File: src/rtl/conv2d_pkg.sv
// Shared types and sizing helpers for the conv2d output serializer.
package conv2d_pkg;

   typedef enum logic {
      ST_IDLE   = 1'b0,
      ST_STREAM = 1'b1
   } state_t;

   localparam int unsigned FRAME_CNT_W = 16;

   function automatic int unsigned num_elems(input int unsigned batch,
                                             input int unsigned chans,
                                             input int unsigned rows,
                                             input int unsigned cols);
      return batch * chans * rows * cols;
   endfunction

   function automatic int unsigned idx_width(input int unsigned n);
      return (n > 1) ? $clog2(n) : 1;
   endfunction

endpackage

File: src/rtl/relu_act.sv
// Combinational ReLU: negative two's complement inputs become zero.
module relu_act #(
   parameter int unsigned DATA_WIDTH = 32
) (
   input  logic [DATA_WIDTH-1:0] din,
   output logic [DATA_WIDTH-1:0] dout
);

   assign dout = din[DATA_WIDTH-1] ? '0 : din;

endmodule

File: src/rtl/conv2d_out_serializer.sv
// Captures one flattened conv2d output tensor and streams it element by element.
// Define CONV2D_OUT_RELU_EN to apply ReLU on the output path.
module conv2d_out_serializer
   import conv2d_pkg::*;
#(
   parameter  int unsigned BATCH_SIZE   = 1,
   parameter  int unsigned OUT_CHANNELS = 1,
   parameter  int unsigned OUT_HEIGHT   = 2,
   parameter  int unsigned OUT_WIDTH    = 2,
   parameter  int unsigned DATA_WIDTH   = 32,
   localparam int unsigned NUM_ELEMS    = num_elems(BATCH_SIZE, OUT_CHANNELS, OUT_HEIGHT, OUT_WIDTH),
   localparam int unsigned IDX_W        = idx_width(NUM_ELEMS)
) (
   input  logic                            clk,
   input  logic                            rst,
   input  logic                            tensor_valid,
   output logic                            tensor_ready,
   input  logic [NUM_ELEMS*DATA_WIDTH-1:0] tensor_flat,
   output logic                            out_valid,
   input  logic                            out_ready,
   output logic [DATA_WIDTH-1:0]           out_data,
   output logic [IDX_W-1:0]                out_index,
   output logic                            out_last,
   output logic                            frame_done,
   output logic [FRAME_CNT_W-1:0]          frame_count
);

   state_t                          state_q, state_d;
   logic [NUM_ELEMS*DATA_WIDTH-1:0] buf_q;
   logic [IDX_W-1:0]                idx_q;
   logic [FRAME_CNT_W-1:0]          frame_cnt_q;
   logic                            done_q;
   logic                            capture;
   logic                            accept;
   logic                            is_last;
   logic [DATA_WIDTH-1:0]           elem_raw;
   logic [DATA_WIDTH-1:0]           elem_act;

   assign is_last  = (idx_q == IDX_W'(NUM_ELEMS - 1));
   assign elem_raw = buf_q[32'(idx_q) * DATA_WIDTH +: DATA_WIDTH];

`ifdef CONV2D_OUT_RELU_EN
   relu_act #(
      .DATA_WIDTH(DATA_WIDTH)
   ) u_relu_act (
      .din (elem_raw),
      .dout(elem_act)
   );
`else
   assign elem_act = elem_raw;
`endif

   // tensor_ready is gated by rst so it stays low for the whole reset window.
   always_comb begin
      state_d      = state_q;
      tensor_ready = 1'b0;
      out_valid    = 1'b0;
      capture      = 1'b0;
      accept       = 1'b0;
      case (state_q)
         ST_IDLE: begin
            tensor_ready = rst;
            capture      = tensor_valid && rst;
            if (capture) begin
               state_d = ST_STREAM;
            end
         end
         ST_STREAM: begin
            out_valid = 1'b1;
            accept    = out_ready;
            if (accept && is_last) begin
               state_d = ST_IDLE;
            end
         end
         default: state_d = ST_IDLE;
      endcase
   end

   always_ff @(posedge clk or negedge rst) begin
      if (!rst) begin
         state_q     <= ST_IDLE;
         buf_q       <= '0;
         idx_q       <= '0;
         frame_cnt_q <= '0;
         done_q      <= 1'b0;
      end else begin
         state_q <= state_d;
         done_q  <= accept && is_last;
         if (capture) begin
            buf_q <= tensor_flat;
            idx_q <= '0;
         end else if (accept && !is_last) begin
            idx_q <= idx_q + 1'b1;
         end
         if (accept && is_last) begin
            frame_cnt_q <= frame_cnt_q + 1'b1;
         end
      end
   end

   // Data path outputs are forced to zero outside STREAM so stale buffer contents never leak.
   assign out_data    = out_valid ? elem_act : '0;
   assign out_index   = out_valid ? idx_q : '0;
   assign out_last    = out_valid && is_last;
   assign frame_done  = done_q;
   assign frame_count = frame_cnt_q;

endmodule

File: config.mk
export PLATFORM = sky130hd
export DESIGN_NAME = conv2d_out_serializer
export DESIGN_NICKNAME = d
export VERILOG_FILES = /design/src/rtl/conv2d_pkg.sv /design/src/rtl/relu_act.sv /design/src/rtl/conv2d_out_serializer.sv
export SDC_FILE = /design/constraint.sdc
export NUM_CORES = 1
export LEC_CHECK = 0
export ABC_AREA = 1
export BUFFER_PORTS_ARGS = -buffer_cell sky130_fd_sc_hd__buf_2
export CAP_MARGIN = 20
export CORE_MARGIN = 5
export CORE_UTILIZATION = 53
export DETAILED_ROUTE_END_ITERATION = 10
export PLACE_DENSITY_LB_ADDON = 0.12
export SETUP_SLACK_MARGIN = 0.4
export SLEW_MARGIN = 0
export SYNTH_ARGS = -nofsm -noshare
export SYNTH_HDL_FRONTEND = slang
export SYNTH_SLANG_ARGS = --single-unit
File: constraint.sdc
create_clock -name clk -period 1.8 [get_ports clk]
set_input_delay 0.36 -clock clk [delete_from_list [all_inputs] [get_ports clk]]
set_output_delay 0.36 -clock clk [all_outputs]
set_load 0.1 [all_outputs]
==> results.md, run 1 <==
* Synth top area cells: dfrtp_1, nand2_1, nor2_1
* Initial core utilization at 53.4%
* Stop Error: [ERROR DPL-0038] Utilization greater than 100%, impossible to legalize
* Root buffer cell: clkbuf_16
* Worst EP kind: primary output
* Post-synthesis register bit count at 148
* Yosys warnings at 0
* Syn_nets at 1,058
* Num rows at 42
* HPWL after detailed placement at 12,900 um
* # IOs at 186
* Post-Synthesis Cells at 924
* GRT worst endpoint: out_data[13]
* Largest net degree at the start of global routing at 149
* Routability congestion estimate at 0.835
* Sequential fraction of the synthesis area at 52.8%
* Cts bufs inserted at 17
* Port buffer count at 185
* Clock Path Buffers at 2
* Run status: aborted with a tool error
* Die H at 125 um
* Top-area cell type share of the netlist area at 52.8%
* Clk sink count at 148
* Post-synth top area cell: dfrtp_1
* Syn Area/Cell at 7.60 um^2
* Die Wd at 125 um
* Synth cell types at 22
* H-tree level count at 4
* Mapped Area at 0.00702 mm^2
* Failed at: global routing (5_1_grt)
metrics by stage:
| stage | instances | hold WS [ns] | utilization (%) | worst slack (ns) | cell area [um^2] |
|---|---|---|---|---|---|
| after floorplan | 924 | 0.0644 | - | -0.271 | 7610 |
| after global placement | 1254 | 0.456 | 69.6 | 0.0528 | 9150 |
| after detailed placement | 1254 | 0.460 | 69.6 | -0.0114 | 9150 |
| after CTS | 1330 | 0.109 | 83.3 | -0.399 | 10900 |
logic make-up after synthesis:
| logic type | after synthesis | synth area share (%) |
|---|---|---|
| adder cells (fa/ha/maj) | 2 | 0.356 |
| flip-flops | 148 | 52.8 |
| XOR/XNOR | 7 | 0.873 |
| buffers and inverters | 76 | 6.22 |
| AO/OA/AOI/OAI | 101 | 7.20 |
| AND/OR/NAND/NOR | 590 | 32.6 |
timing repair:
action | 4_1_cts
cloned | 8
setup endpoints to repair | 151
pin swaps | 80
gates resized for setup | 233
hold buffers | 0
buffers inserted | 36
synthesized netlist by cell type:
cell      count
buf_2        16
o21ai_1       2
nand2_1     423
buf_6        14
inv_1        21
clkbuf_1     16
nor3_1        5
dfrtp_1     148
xnor2_1       3
nor2_4        2
nand2_2       2
nand4_1       5
buf_4         7
inv_2         2
ha_1          2
nand3_4       1
nor2_1      138
xor2_1        4
nand3_1      12
o21ai_0      67
a21oi_1      32
nor2_2        2
==> inputs of run 2 (changes only) <==
--- a/config.mk
+++ b/config.mk
@@ -9,10 +9,9 @@
 export BUFFER_PORTS_ARGS = -buffer_cell sky130_fd_sc_hd__buf_2
 export CAP_MARGIN = 20
 export CORE_MARGIN = 5
-export CORE_UTILIZATION = 53
+export CORE_UTILIZATION = 40
 export DETAILED_ROUTE_END_ITERATION = 10
-export PLACE_DENSITY_LB_ADDON = 0.12
-export SETUP_SLACK_MARGIN = 0.4
+export PLACE_DENSITY_LB_ADDON = 0.15
 export SLEW_MARGIN = 0
 export SYNTH_ARGS = -nofsm -noshare
 export SYNTH_HDL_FRONTEND = slang
==> results.md, run 2 <==
* Cell area power density at 2370 mW/mm^2
* Die H at 142 um
* Run status: complete, but fails checks
* H-tree level count at 4
* Clock Path Buffers at 2
* Root buffer cell: clkbuf_16
* HP Class: in2async
* Vias in the first global route at 6,339
* Post-synth EDFFs at 0
* Fill cell count at 1,552
* Post-Synthesis Cells at 924
* Met2 routed WL at 9550 um
* Routability congestion estimate at 0.796
* GRT overflow at 0
* DRT iter0 DRCs at 286
* Wl on met1 at 9470 um
* Die Wd at 142 um
* Cts bufs inserted at 17
* Clk sink count at 148
* Async S/R FF share, synth at 100%
* WL/cell at 15.3 um
* Min cycle time layout at 2.14 ns
* # IOs at 186
* HPWL after detailed placement at 13,200 um
* Port buffer count at 185
* Unrepaired setup endpoints after global routing: yes
* Initial antenna violation count at 1
* Compound-Gate Fraction of Synth Area at 7.20%
* Biggest register: buf_q
* Post-synthesis adder-cell area fraction at 0.357%
* Tightest Pin Transition at 0.903 ns
* Largest net degree at the start of global routing at 149
* Top Layer Used: met5
* Synth top area cells: dfrtp_1, nand2_1, nor2_1
* Post-Route WL at 20,600 um
* Worst Clk Skew at 0.00935 ns
* Dpl cells at 1,301
* DR vias/cell at 4.77
* Setup crit end kind: output pin
* Slew headroom at 39.8%
* Post-Synth XOR/XNOR Area at 0.873%
* CP Max Fanout at 20
* Worst Setup Start Kind: flop
* Post-synthesis register bit count at 148
* Syn Area/Cell at 7.60 um^2
* Num rows at 48
* Die footprint at 0.0203 mm^2
* Syn_nets at 1,058
* Yosys warnings at 0
* Worst path arrival time at 1.78 ns
* GR Util All Layers at 19.6%
* Finished Layout Cells at 1,343
* CTS clk-pin slew, worst paths at 0.06 ns
* First drt pass iteration count at 4
* CTS tree: done
* Synth top cells by count: nand2_1, dfrtp_1, nor2_1, o21ai_0, a21oi_1
* FF-to-FF Start: idx_q[0]
* Leakage at 5.08 nW
* First-pass GRT wire length at 32,000 um
* Mapped Area at 0.00702 mm^2
* CTS Hold Bufs at 0
* Failing checks: setup timing
* Worst Setup Slack, final at -0.335 ns
* Most common cell after layout, fill and taps aside: nand2_1
* Ys flop type: dfrtp_1
* Area grow syn2layout at 43.1%
* Multiplexer area fraction after synthesis at 0%
* Layout net count at 1,238
* Setup-failing EPs final at 34
* Share of layout cells above drive strength 1 at 30.5%
* Post-DP Area at 0.00910 mm^2
* Max reg flops at 128
* Dominant cell by count in the synthesized netlist: nand2_1
* Top-area cell type share of the netlist area at 52.8%
* Max-cap violation count at 0
* Critical Path Source: idx_q[0]
* Critical path class: reg2out
* Via Count at 6,411
* Post-synth top area cell: dfrtp_1
* DRC at 0
* Clk_lat worst skew at 0.41 ns
* Setup slack after placement at 0.0394 ns
* Initial core utilization at 40.7%
* F_max at 468 MHz
* WL met3 at 1280 um
* Core ar. at 0.0172 mm^2
* Final Hold Fails at 0
* Crit share post-route at 119%
* Worst VDD drop at 0.00183 V
* Setup TNS at -10.13 ns
* Max Slew Vio Count at 0
* Largest family of logic cells by synthesized area: simple AND/OR/NAND/NOR gates
* Simple-gate share of the synthesized area at 32.6%
* Synth cell types at 22
* Sequential fraction of the synthesis area at 52.8%
* Util after Layout at 58.3%
* Post-Layout Inst Area at 0.0100 mm^2
* Most frequent cells in the layout: nand2_1, buf_2, dfrtp_1
* Routed Antenna Nets at 0
* CP required at 1.44 ns
run 2: metrics by stage:
| step | power [mW] | hold slack [ns] |
|---|---|---|
| 3_5_place_dp | 19.4 | 0.460 |
| 3_3_place_gp | 19.3 | 0.456 |
| 2_1_floorplan | 15.1 | 0.0644 |
| 5_1_grt | 25.2 | 0.126 |
| 6_report | 23.8 | 0.0199 |
| 4_1_cts | 23.2 | 0.120 |
run 2: area by class of cell:
type / count / area (um^2) / area share (%)
Antenna cell: 1 / 2.50 / 0.0249
Clock buffer: 24 / 482 / 4.80
Clock inverter: 8 / 100 / 0.997
Inverter: 23 / 90.1 / 0.897
Multi-Input combinational cell: 700 / 3430 / 34.2
Sequential cell: 148 / 3720 / 37.0
Tap cell: 225 / 282 / 2.80
Timing Repair Buffer: 214 / 1940 / 19.3
run 2: repair_timing:
item                                    in CTS  in global routing
buffers inserted                             0                  4
resized for setup                           44                 78
endpoints found under the hold margin        0                  0
gates cloned                                 0                  5
endpoints found under the setup margin      35                 35
pin swaps                                    2                 19
run 2: path summary, 6_finish.rpt:
kind	endpoint	slack [ns]	cells past startpoint
worst max-delay path	out_data[7]	-0.34	5
worst min-delay path	buf_q[72]	0.02	2
worst max register to register	frame_count[8]	0.05	9
worst min register to register	buf_q[39]	0.48	2
max in group asynchronous	frame_count[0]	1.02	2
min in group clk	buf_q[49]	0.14	3
run 2: power breakdown:
group | internal (mW) | switching [mW]
clock | 2.15 | 1.35
sequential | 4.85 | 0.939
combinational | 5.23 | 9.33
total | 12.2 | 11.6
run 2: layer usage:
metal  vias to the layer above  GRT usage [%]
met5                         -              0
met4                         2           4.60
met3                        21           5.38
met2                       153           30.4
met1                      3003           27.6
li1                       3232              -
run 2: cells by family after synthesis:
kind of cell,after synthesis
xor gates and xnor gates,7
AOI/OAI and AO/OA,101
and+or+nand+nor,590
DFF,148
buffers and inverters,76
adders and majority gates,2
run 2: critical path, stage by stage, from the launching register on:
cell and delay [ns]:
dfrtp_2 0.44, inv_2 0.16, buf_12 0.19, o21ai_0 0.17
a21oi_4 0.20, buf_12 0.19
No activity file was read; power rests on OpenSTA's default activity.
